<file path="src/rtl/lenet_pkg.sv">
// Shared definitions for the LeNet-5 pipeline: sequencer state encodings,
// layer index constants and the default layer count.
package lenet_pkg;

    typedef enum logic [4:0] {
        S_IDLE    = 5'b00001,
        S_RUN     = 5'b00010,
        S_RELEASE = 5'b00100,
        S_GAP     = 5'b01000,
        S_FINISH  = 5'b10000
    } seq_state_t;

    localparam int L1_CONV_POOL = 0;
    localparam int L3_CONV_POOL = 1;
    localparam int L5_FC        = 2;
    localparam int L6_FC        = 3;

    localparam int DEFAULT_NUM_LAYERS = 4;

endpackage

</file>
<file path="src/rtl/lenet_sat_counter.sv">
// Saturating up-counter with synchronous clear and count enable.
module lenet_sat_counter #(
    parameter int W = 8
) (
    input  logic         clk,
    input  logic         rst,
    input  logic         clr,
    input  logic         en,
    output logic [W-1:0] count
);

    always_ff @(posedge clk) begin
        if (rst || clr) begin
            count <= '0;
        end else if (en && (count != '1)) begin
            count <= count + 1'b1;
        end
    end

endmodule

</file>
<file path="src/rtl/lenet_layer_sequencer.sv">
// Runs the LeNet layer engines one at a time over a level en/done handshake.
// Optional per-layer watchdog: define LAYER_SEQ_WATCHDOG_EN.
module lenet_layer_sequencer
    import lenet_pkg::*;
#(
    parameter int NUM_LAYERS = DEFAULT_NUM_LAYERS,
    parameter int IDX_W      = 2,
    parameter int GAP_CYCLES = 2,
    parameter int CNT_W      = 20,
    parameter int WDT_CYCLES = 65535
) (
    input  logic                  clk,
    input  logic                  rst,
    input  logic                  start,
    input  logic                  abort,
    input  logic [NUM_LAYERS-1:0] layer_done,
    output logic [NUM_LAYERS-1:0] layer_en,
    output logic [IDX_W-1:0]      mem_owner,
    output logic [IDX_W-1:0]      cur_layer,
    output logic                  busy,
    output logic                  done,
    output logic [CNT_W-1:0]      cycle_count,
    output logic                  err_timeout
);

    localparam int GAP_W = (GAP_CYCLES > 1) ? $clog2(GAP_CYCLES) : 1;
    localparam logic [GAP_W-1:0] GAP_LAST = GAP_W'((GAP_CYCLES > 0) ? GAP_CYCLES - 1 : 0);

    seq_state_t       state;
    logic             cur_done;
    logic             last_layer;
    logic             gap_last;
    logic             wdt_hit;
    logic [IDX_W-1:0] next_idx;
    logic [GAP_W-1:0] gap_cnt;

    assign cur_done   = layer_done[cur_layer];
    assign last_layer = (cur_layer == IDX_W'(NUM_LAYERS - 1));
    assign next_idx   = cur_layer + IDX_W'(1);
    assign gap_last   = (gap_cnt == GAP_LAST);

    lenet_sat_counter #(.W(CNT_W)) u_cycle_cnt (
        .clk   (clk),
        .rst   (rst),
        .clr   (state == S_IDLE && start),
        .en    (state inside {S_RUN, S_RELEASE, S_GAP}),
        .count (cycle_count)
    );

    lenet_sat_counter #(.W(GAP_W)) u_gap_cnt (
        .clk   (clk),
        .rst   (rst),
        .clr   (state != S_GAP),
        .en    (state == S_GAP),
        .count (gap_cnt)
    );

`ifdef LAYER_SEQ_WATCHDOG_EN
    localparam int WDT_W = (WDT_CYCLES > 1) ? $clog2(WDT_CYCLES) : 1;
    localparam logic [WDT_W-1:0] WDT_LAST = WDT_W'(WDT_CYCLES - 1);

    logic [WDT_W-1:0] wdt_cnt;

    // Cleared whenever not in RUN, so every layer gets a fresh budget.
    lenet_sat_counter #(.W(WDT_W)) u_wdt_cnt (
        .clk   (clk),
        .rst   (rst),
        .clr   (state != S_RUN),
        .en    (state == S_RUN),
        .count (wdt_cnt)
    );

    assign wdt_hit = (wdt_cnt == WDT_LAST);
`else
    assign wdt_hit = 1'b0;
`endif

    always_ff @(posedge clk) begin
        if (rst) begin
            state       <= S_IDLE;
            layer_en    <= '0;
            cur_layer   <= '0;
            mem_owner   <= '0;
            busy        <= 1'b0;
            done        <= 1'b0;
            err_timeout <= 1'b0;
        end else begin
            done <= 1'b0;
            case (state)
                S_IDLE: begin
                    if (start) begin
                        state       <= S_RUN;
                        cur_layer   <= '0;
                        mem_owner   <= '0;
                        err_timeout <= 1'b0;
                        layer_en    <= NUM_LAYERS'(1);
                        busy        <= 1'b1;
                    end
                end
                default: begin
                    // abort outranks every other transition out of a busy state
                    if (abort) begin
                        state    <= S_IDLE;
                        layer_en <= '0;
                        busy     <= 1'b0;
                    end else begin
                        case (state)
                            S_RUN: begin
                                if (cur_done) begin
                                    state    <= S_RELEASE;
                                    layer_en <= '0;
                                end else if (wdt_hit) begin
                                    state       <= S_IDLE;
                                    layer_en    <= '0;
                                    busy        <= 1'b0;
                                    err_timeout <= 1'b1;
                                end
                            end
                            S_RELEASE: begin
                                if (!cur_done) begin
                                    if (last_layer) begin
                                        state <= S_FINISH;
                                        done  <= 1'b1;
                                    end else begin
                                        cur_layer <= next_idx;
                                        mem_owner <= next_idx;
                                        if (GAP_CYCLES == 0) begin
                                            state    <= S_RUN;
                                            layer_en <= NUM_LAYERS'(1) << next_idx;
                                        end else begin
                                            state <= S_GAP;
                                        end
                                    end
                                end
                            end
                            S_GAP: begin
                                if (gap_last) begin
                                    state    <= S_RUN;
                                    layer_en <= NUM_LAYERS'(1) << cur_layer;
                                end
                            end
                            S_FINISH: begin
                                state <= S_IDLE;
                                busy  <= 1'b0;
                            end
                            default: ;
                        endcase
                    end
                end
            endcase
        end
    end

endmodule

</file>
<file path="config.mk">
export PLATFORM = sky130hd
export DESIGN_NAME = lenet_layer_sequencer
export DESIGN_NICKNAME = d
export VERILOG_FILES = /design/src/rtl/lenet_pkg.sv /design/src/rtl/lenet_sat_counter.sv /design/src/rtl/lenet_layer_sequencer.sv
export SDC_FILE = /design/constraint.sdc
export NUM_CORES = 1
export LEC_CHECK = 0
export CAP_MARGIN = 30
export CORE_UTILIZATION = 40
export DETAILED_ROUTE_END_ITERATION = 16
export PLACE_DENSITY = 0.66
export SYNTH_ARGS = -nofsm -noshare
export SYNTH_HDL_FRONTEND = slang
export SYNTH_HIERARCHICAL = 1
export SYNTH_SLANG_ARGS = --single-unit
</file>
<file path="constraint.sdc">
create_clock -name clk -period 2 [get_ports clk]
set_clock_uncertainty 0.05 [all_clocks]
set_input_delay 0.6 -clock clk [delete_from_list [all_inputs] [get_ports clk]]
set_output_delay 0.6 -clock clk [all_outputs]
set_load 0.05 [all_outputs]
</file>
# [After elaboration in Yosys (flattened, before gate mapping)]
# Index checks and enable logic that the tools add are counted.
[word_totals] wordCells=71 register_bits=34
[op_classes] n_addsub=3 n_lt_le_gt_ge=1 reduce_logical=15 shift=1 n_mux=27 bitwise_logic=2 n_eq_ne=15
[op_table] op="5-bit 2-to-1 mux" n=7
[op_table] op="20-bit by 1-bit adder with 20-bit output (second input constant)" n=1
[op_table] op="4-bit 2-to-1 mux" n=5
[op_table] op="20-bit inequality test (second input constant)" n=1
[op_table] op="5-bit one-hot mux with 4 select lines" n=1
[op_table] op="2-bit 2-to-1 mux" n=6
[op_table] op="4-bit inequality test (second input constant)" n=3
[op_table] op="5-bit AND reduction" n=2
[op_table] op="4-bit one-hot mux with 2 select lines" n=1
[op_table] op="1-bit 2-to-1 mux" n=6
[op_table] op="2-bit by 1-bit inequality test with 1-bit output (second input constant)" n=3
[op_table] op="3-bit nonzero test" n=2
[op_table] op="6-bit nonzero test" n=1
[op_table] op="5-bit by 1-bit equality test with 1-bit output (second input constant)" n=1
[op_table] op="5-bit by 2-bit equality test with 1-bit output (second input constant)" n=1
[op_table] op="5-bit by 3-bit equality test with 1-bit output (second input constant)" n=1
[op_table] op="5-bit by 4-bit equality test with 1-bit output (second input constant)" n=1
[op_table] op="5-bit equality test (second input constant)" n=1
[op_table] op="5-bit by 4-bit inequality test with 1-bit output (second input constant)" n=1
[op_table] op="5-bit OR reduction" n=1
[op_table] op="4-bit AND reduction" n=1
[op_table] op="4-bit nonzero test" n=1
[op_table] op="1-bit by 2-bit << shifter with 4-bit output (first input constant)" n=1
[op_table] op="1-bit logical AND" n=3
[op_table] op="10 further kinds" n=12

# [Logic depth before layout (Yosys ltp)]
# Gate-level depths: netlist of the first run.
[logic_depth] depth_word=6 ltp_mapped=9

# [Cells and area by module]
# Netlist of the first run, hierarchy kept.
[by_module_without_submodules] mod="lenet_sat_counter at u_cycle_cnt" seq_area_each_um2=400.4 area_each_um2=1108.6 cells_per_inst=121 n_inst=1
[by_module_without_submodules] mod="lenet_layer_sequencer" seq_area_each_um2=260.2 area_each_um2=944.7 cells_per_inst=109 n_inst=1
[by_module_without_submodules] mod="lenet_sat_counter at u_gap_cnt" seq_area_each_um2=20.0 area_each_um2=33.8 cells_per_inst=3 n_inst=1

# [Worst setup path after synthesis of the first run]
# OpenSTA, ideal clock, no wires.
[synth_timing] kind="reg2reg" from="register cur_layer[0]" to="register state[0]" stages_incl_launch_ff=6 required_ps=1830 path_buffers=0 slack_ps=-313 arrival_time_ps=2144 cell_sequence="dfxtp_1 mux4_2 and4_4 nor4_4 nand2_2 a211o_1"
[synth_between] elab_chain_len=4 word_cells_on_any_way=5 classes_between="eq/ne: 2; mux: 2; reduce/logical: 1"
[synth_rtl] element="start, declared" line="lenet_layer_sequencer.sv:19" source="output logic [IDX_W-1:0] cur_layer,"
[synth_rtl] element="start signal, assigned" line="lenet_layer_sequencer.sv:125" source="cur_layer <= next_idx;"
[synth_rtl] element="1-bit binary-select mux with 2-bit select *" line="lenet_layer_sequencer.sv:37" source="assign cur_done = layer_done[cur_layer];"
[synth_rtl] element="1-bit 2-to-1 mux (implied by the code) *" line="lenet_layer_sequencer.sv:37"
[synth_rtl] element="4-bit inequality test (no source line)"
[synth_rtl] element="5-bit AND reduction (no source line) *"
[synth_rtl] element="end signal, assigned" line="lenet_layer_sequencer.sv:80" source="state <= S_IDLE;"
[synth_rtl] element="end signal, assigned" line="lenet_layer_sequencer.sv:92" source="state <= S_RUN;"
[synth_rtl] element="end signal, assigned" line="lenet_layer_sequencer.sv:103" source="state <= S_IDLE;"
[synth_rtl] element="end, declared" line="lenet_layer_sequencer.sv:29" source="seq_state_t state;"
# Mark *: on every way between the ends. The rest lies on a longest branch, timed or not. The select of a mux whose other input is x is not followed.
# A chain may end at the register's enable or synchronous reset.

# [Worst setup path in the final report of the first run]
[layout_timing] from="input port layer_done[3]" to="register cur_layer[0]"
[layout_between] elab_chain_len=4
[layout_rtl] element="start, declared" line="lenet_layer_sequencer.sv:16" source="input logic [NUM_LAYERS-1:0] layer_done,"
[layout_rtl] element="1-bit binary-select mux with 2-bit select" line="lenet_layer_sequencer.sv:37"
[layout_rtl] element="1-bit 2-to-1 mux (implied by the code)" line="lenet_layer_sequencer.sv:37"
[layout_rtl] element="2-bit by 1-bit inequality test with 1-bit output (no source line)"
[layout_rtl] element="5-bit AND reduction (no source line)"
# No other way between the ends. The select of a mux whose other input is x is not followed.

==> summary.md, run 1 <==
| Metric | Value |
|---|---|
| Critical path type | in2reg |
| CTS buffer count | 5 |
| Synth Flop Type | dfxtp_1 |
| Worst setup EP type | flop |
| Fmax | 0.509 GHz |
| Final Setup Violations | 0 |
| CP startpoint kind | primary input |
| CTS sink cnt | 34 |
| Pint | 1460 uW |
| Std cell rows | 25 |
| Vias | 1,933 |
| # Max-Cap Violations | 0 |
| Root Buffer | clkbuf_8 |
| Post-synth EDFFs | 0 |
| Clock power frac | 0.230 |
| Sequential power share | 0.343 |
| ANT cells | 0 |
| Die span in y | 74.2 microns |
| Clock-pin slew on the worst setup and hold paths | 0.07 ns |
| Global-route wire length before repair | 8380 microns |
| Clock Path Buffers | 2 |
| Core area | 4880 sq um |
| Synthesized net count | 246 |
| Tightest Hold Check Type | reg2reg |
| H-tree levels | 2 |
| Via density | 5.27 |
| CTS tree | built |
| Setup TNS | 0 ns |
| Final worst path period share | 0.983 |
| Worst R2R End | cur_layer[0]$_SDFFE_PP0P_ |
| Asr flop ratio synth | 0 |
| Ports | 39 |
| CP max FO | 4 |
| Avg Inst Size Synth | 8.96 sq um |
| Post-synth cell types | 51 |
| Pin count of the biggest net entering global routing | 14 |
| Die area | 5510 sq um |
| YS warnings | 6 |
| RSZ-0062 raised after global routing | yes |
| Cells on Worst Hold Path | 2 |
| DR DRC count | 0 |
| Routed WL | 5140 microns |
| Min-delay src | layer_en[1]$_SDFFE_PP0P_ |
| Grt ovf | 0 |
| Final slew viol count | 0 |
| Initial antenna violation count | 0 |
| Leakage | 0.00116 uW |
| R2r worst-path depth | 6 |
| Status | completed |
| Switching share of power | 0.368 |
| Hpwl dp | 3710 microns |
| Initial Util | 0.428 |
| Iter 0 DRT Violations | 137 |
| Vias in the first global route | 1,803 |
| Combinational power share | 0.427 |
| Tmin final | 1.97 ns |
| R2R setup slack | 0.07 ns |
| NetSw | 849 uW |
| Hold endpoint | layer_en[1]$_SDFFE_PP0P_ |
| Gp weighted congestion | 0.895 |
| Required time worst endpoint | 2.17 ns |
| Cells after Synth | 233 |
| Final core utilization | 0.598 |
| Layout area overhead | 39.8% |
| Reg-to-reg startpoint | cur_layer[0]$_SDFFE_PP0P_ |
| Port bufs | 37 |
| Die X | 74.2 microns |
| Register area share after synthesis | 0.326 |
| Total GRT Usage | 0.198 |
| Clk_lat worst skew | 0.29 ns |
| Worst vdd ir | 664 uV |
| Share of layout cells above drive strength 1 | 0.410 |
| Nets@finish | 312 |
| Post-synthesis sequential element count | 34 |
| DR WL/cell | 14.0 microns |
| Syn Std Cell Area | 2090 sq um |
| Antenna-violating nets left | 0 |
| Cell Pwr Density | 791 nW/um^2 |
| CP arrival | 2.13 ns |
| First-pass DRT Iterations | 4 |
| Final hold viol count | 0 |
per-layer routing:
metal	vias up	wire, microns	global-route usage
met1	917	2500	0.269
met2	51	2410	0.319
met3	4	194	0.0488
li1	961	-	-
met4	0	36	0.0461
met5	-	0	0
logic make-up after synthesis:
group,share of synthesized area
AOI/OAI and AO/OA,0.188
xor gates and xnor gates,0.0713
adders and majority gates,0.0300
buffers and inverters,0.0641
DFF,0.326
muxes,0.0252
other,0.00180
and+or+nand+nor,0.293
final cells by class:
class	count	area, sq um
Tap cell	67	83.8
Inverter	9	33.8
Sequential cell	34	694
Clock buffer	7	86.3
Clock inverter	1	5.00
Fill cell	431	1960
Timing Repair Buffer	76	687
Multi-Input combinational cell	173	1330
cell usage after synthesis, types with 3 or more instances:
| master | count | area (sq um) |
|---|---|---|
| xor2_1 | 4 | 35.0 |
| o211ai_1 | 3 | 22.5 |
| nand4_1 | 7 | 43.8 |
| clkbuf_1 | 3 | 11.3 |
| and3_1 | 5 | 31.3 |
| a2111oi_4 | 3 | 82.6 |
| and4_4 | 3 | 33.8 |
| buf_2 | 5 | 25.0 |
| or3_1 | 4 | 25.0 |
| nand2b_1 | 7 | 43.8 |
| inv_1 | 9 | 33.8 |
| xnor2_1 | 13 | 114 |
| nand2_1 | 12 | 45.0 |
| o21ai_0 | 8 | 40.0 |
| nor2_1 | 24 | 90.1 |
| a211oi_2 | 4 | 50.1 |
| nor3_2 | 5 | 50.1 |
| dfxtp_1 | 34 | 681 |
| a211o_1 | 3 | 26.3 |
| a21oi_1 | 14 | 70.1 |
| buf_1 | 3 | 11.3 |
| mux2i_1 | 3 | 30.0 |
| nor3_1 | 6 | 30.0 |
| nand3_1 | 12 | 60.1 |
| buf_4 | 4 | 30.0 |
| ha_1 | 5 | 62.6 |
per-stage QoR:
| step | total power (uW) | std cells | setup slack (ns) | cell area, sq um | hold slack [ns] |
|---|---|---|---|---|---|
| 5_1_grt | 2440 | 367 | -0.0549 | 2920 | 0.449 |
| 4_1_cts | 2270 | 365 | 0.0112 | 2860 | 0.435 |
| 3_3_place_gp | 1710 | 352 | -0.508 | 2720 | 0.409 |
| 3_5_place_dp | 1710 | 352 | -0.536 | 2720 | 0.418 |
| 6_report | 2310 | 367 | 0.0347 | 2920 | 0.431 |
| 2_1_floorplan | 1350 | 233 | -0.0645 | 2100 | 0.457 |
sequential cells by signal (all words and copies together) (netlist names):
register and flops:
layer_en 4, u_gap_cnt/count 1, cur_layer 2, busy 1, done 1, u_cycle_cnt/count 20
state 5
critical path, stage by stage:
cell      delay, ns
buf_2          0.10
mux4_2         0.52
buf_4          0.18
nor4b_4        0.28
nand2b_1       0.17
nand2b_4       0.17
a21oi_2        0.11
timing repair:
| item | 4_1_cts | 5_1_grt |
|---|---|---|
| hold buffers | 0 | 0 |
| setup endpoints to repair | 20 | 20 |
| pin swaps | 10 | 4 |
| gates resized for setup | 19 | 13 |
| endpoints found under the hold margin | 0 | 0 |
| setup buffers | 5 | 2 |
power by group through the flow:
stage,clock network [uW],logic (uW),registers (uW)
floorplan,0,504,844
global placement,0,915,792
detailed placement,0,920,791
CTS,543,950,779
global route,574,1060,799
finish,530,986,791
layout by cell type (no fill, tap or decap), types with 7 or more instances in the layout:
cell	n
xnor2_1	13
nand4_1	7
nand2_1	12
buf_12	9
buf_4	58
dfxtp_1	29
nor2_1	24
nand3_1	12
inv_1	9
a21oi_1	13
worst max path at each step:
stage,from,endpoint,slack (ns),depth (start not counted)
finish,layer_done[3],cur_layer[0]$_SDFFE_PP0P_,0.03,7
global route,state[3]$_SDFFE_PP0P_,u_cycle_cnt/count[9]$_SDFFE_PP0P_,-0.05,9
CTS,state[3]$_SDFFE_PP0P_,u_cycle_cnt/count[17]$_SDFFE_PP0P_,0.01,8
detailed placement,layer_done[3],state[1]$_SDFFE_PP0P_,-0.54,6
global placement,layer_done[3],state[0]$_SDFFE_PP1P_,-0.51,6
floorplan,layer_done[3],state[0]$_SDFFE_PP1P_,-0.06,5
Note: power is estimated with default switching activity, not from simulation.
==> inputs of run 2 (changes only) <==
HOLD_SLACK_MARGIN = 0.15   (was unset)
MAX_ROUTING_LAYER = met4   (was unset)
==> summary.md, run 2 (synthesis results as in run 1) <==
| Metric | Value |
|---|---|
| Status | completed |
| Pin count of the biggest net entering global routing | 13 (-1) |
| CP max stage delay | 0.51 ns (about the same) |
| Grt ovf | 0 (unchanged) |
| Max reg flops | 20 (unchanged) |
| Final core utilization | 0.596 (-0.00179) |
| First-pass DRT Iterations | 4 (unchanged) |
| Layout area overhead | 39.4% |
| Tmin final | 1.96 ns (-0.00199 ns) |
| Routed WL | 4940 microns (-3.8%) |
| Clk_lat worst skew | 0.29 ns (about the same) |
| Die area | 5510 sq um (unchanged) |
| DR DRC count | 0 (unchanged) |
| Initial Util | 0.428 (unchanged) |
| Met1 usage | 0.273 (+0.00466) |
| Iter 0 DRT Violations | 111 (-19%) |
| Critical path type | in2reg |
| Die X | 74.2 microns (unchanged) |
| Tightest Hold Check Type | reg2reg |
| R2R setup slack | 0.06 ns (about the same) |
| Biggest register | u_cycle_cnt/count |
| ANT cells | 0 (unchanged) |
| Worst path top cell family by delay | multiplexers |
| Antenna-violating nets left | 0 (unchanged) |
| Final hold viol count | 0 (unchanged) |
| Met2 Track Usage GR | 0.302 (-0.0172) |
| CTS tree | built |
| # fillers | 448 (+3.9%) |
| Gp weighted congestion | 0.893 (-0.26%) |
| Inst Count DP | 357 (+1.4%) |
| CP startpoint kind | primary input |
| Total GRT Usage | 0.203 (+0.00429) |
| Final slew viol count | 0 (unchanged) |
| Crit path cell chain | buf_2, mux4_2, nor4_4, nor4_4, buf_4, a21o_2, o311a_1 |
| Min-delay src | layer_en[1]$_SDFFE_PP0P_ |
| Hold endpoint | layer_en[1]$_SDFFE_PP0P_ |
| Worst R2R End | state[1]$_SDFFE_PP0P_ |
| Biggest regs | u_cycle_cnt/count x20, state x5, layer_en x4 |
| Initial antenna violation count | 0 (unchanged) |
| Final Setup Violations | 0 (unchanged) |
| Via density | 5.22 (-0.94%) |
| Worst setup EP type | flop |
| Leakage | 0.00117 uW (+0.49%) |
| Root Buffer | clkbuf_8 |
| Std cell rows | 25 (unchanged) |
| Die span in y | 74.2 microns (unchanged) |
| Cell Pwr Density | 779 nW/um^2 (-1.5%) |
| Commonest non-fill, non-tap cell in the layout | buf_4 |
| R2r worst-path depth | 6 (unchanged) |
| H-tree levels | 2 (unchanged) |
| Global-route wire length before repair | 8160 microns (-2.6%) |
| Worst vdd ir | 482 uV (-27%) |
| # Max-Cap Violations | 0 (unchanged) |
| Clock-pin slew on the worst setup and hold paths | 0.07 ns (about the same) |
| Critical Path Most Common Cell | nor4_4 |
| Required time worst endpoint | 2.12 ns (-0.05 ns) |
| Reg-to-reg startpoint | cur_layer[0]$_SDFFE_PP0P_ |
| Port bufs | 37 (unchanged) |
| CTS buffer count | 5 (unchanged) |
| CTS sink cnt | 34 (unchanged) |
| Vias in the first global route | 1,744 (-3.3%) |
| Clock Path Buffers | 2 (unchanged) |
| Slowest cell on crit path | mux4_2 |
| Vias | 1,941 (+0.41%) |
| RSZ-0062 raised after global routing | yes |
| CP arrival | 2.08 ns (-0.05 ns) |
| Cells on Worst Hold Path | 2 (unchanged) |
| Commonest cells after routing, fill and taps aside | buf_4 (67), dfxtp_1 (30), nor2_1 (24) |
| Fmax | 0.509 GHz (+0.10%) |
| DR WL/cell | 13.3 microns (-5.1%) |
| CP max FO | 3 (-1) |
| Share of layout cells above drive strength 1 | 0.407 (-0.00344) |
| Hpwl dp | 3700 microns (-0.23%) |
| Critical path buffer and inverter count | 2 (unchanged) |
| Post-route non-filler standard cell count | 372 (+1.4%) |
| Nets@finish | 317 (+1.6%) |
| Final worst path period share | 0.982 (-0.000993) |
| Ports | 39 (unchanged) |
| Top Usage Layer GRT | met2 |
| Core area | 4880 sq um (unchanged) |
| GRT met3 Usage | 0.0393 (-0.00949) |
run 2: cell count changes in the layout (fill, tap and decap cells not counted), moves of 2 or more:
cell     change
buf_4        +9
o21ai_1      -3
o21ai_0      +3
buf_12       -2
run 2: stage by stage:
stage / setup slack (ns) / setup TNS, ns / hold slack [ns] / total power (uW) / instance area (sq um)
2_1_floorplan: -0.0645 / -0.181 / 0.457 / 1350 / 2100
3_3_place_gp: -0.516 / -6.19 / 0.405 / 1700 / 2740
3_5_place_dp: -0.573 / -6.73 / 0.410 / 1700 / 2740
4_1_cts: 0.00716 / 0 / 0.424 / 2260 / 2870
5_1_grt: -0.0273 / -0.0273 / 0.452 / 2390 / 2910
6_report: 0.0366 / 0 / 0.421 / 2270 / 2910
run 2: final cells by class:
type | count | area (sq um) | area share
clock buffers | 7 | 86.3 | 0.0297
clock inverters | 1 | 5.00 | 0.00172
inverters | 9 | 33.8 | 0.0116
multi-input cells | 173 | 1310 | 0.451
flip-flops and latches | 34 | 691 | 0.237
well taps | 67 | 83.8 | 0.0288
repair buffers | 81 | 698 | 0.240
run 2: what timing repair did:
item | in CTS | in global routing
pin swaps | 5 | 5
gates resized for setup | 20 | 3
setup buffers | 4 | 3
hold buffers | 0 | 0
setup endpoints to repair | 13 | 28
run 2: layer usage:
layer / wire length, microns / share of wire
met2: 2230 / 0.45
met5: 0 / 0
met3: 230 / 0.047
met4: 59 / 0.012
met1: 2430 / 0.49
run 2: how the worst max path moves through the flow:
stage / from / end / slack, ns / depth (start not counted)
floorplan: layer_done[3] / state[0]$_SDFFE_PP1P_ / -0.06 / 5
global placement: layer_done[3] / state[0]$_SDFFE_PP1P_ / -0.52 / 6
detailed placement: layer_done[3] / cur_layer[0]$_SDFFE_PP0P_ / -0.57 / 6
CTS: layer_done[2] / state[1]$_SDFFE_PP0P_ / 0.007 / 6
global route: cur_layer[0]$_SDFFE_PP0P_ / state[1]$_SDFFE_PP0P_ / -0.03 / 6
finish: layer_done[2] / state[1]$_SDFFE_PP0P_ / 0.04 / 7
run 2: power breakdown:
part,switching (uW),total (uW),internal [uW]
logic,505,951,447
registers,68.2,790,722
clock network,248,526,278
run 2: tightest hold or removal path, cell delays in order (launching register included):
cell and delay [ns]:
dfxtp_1 0.31, nand2b_1 0.06, a21oi_1 0.05
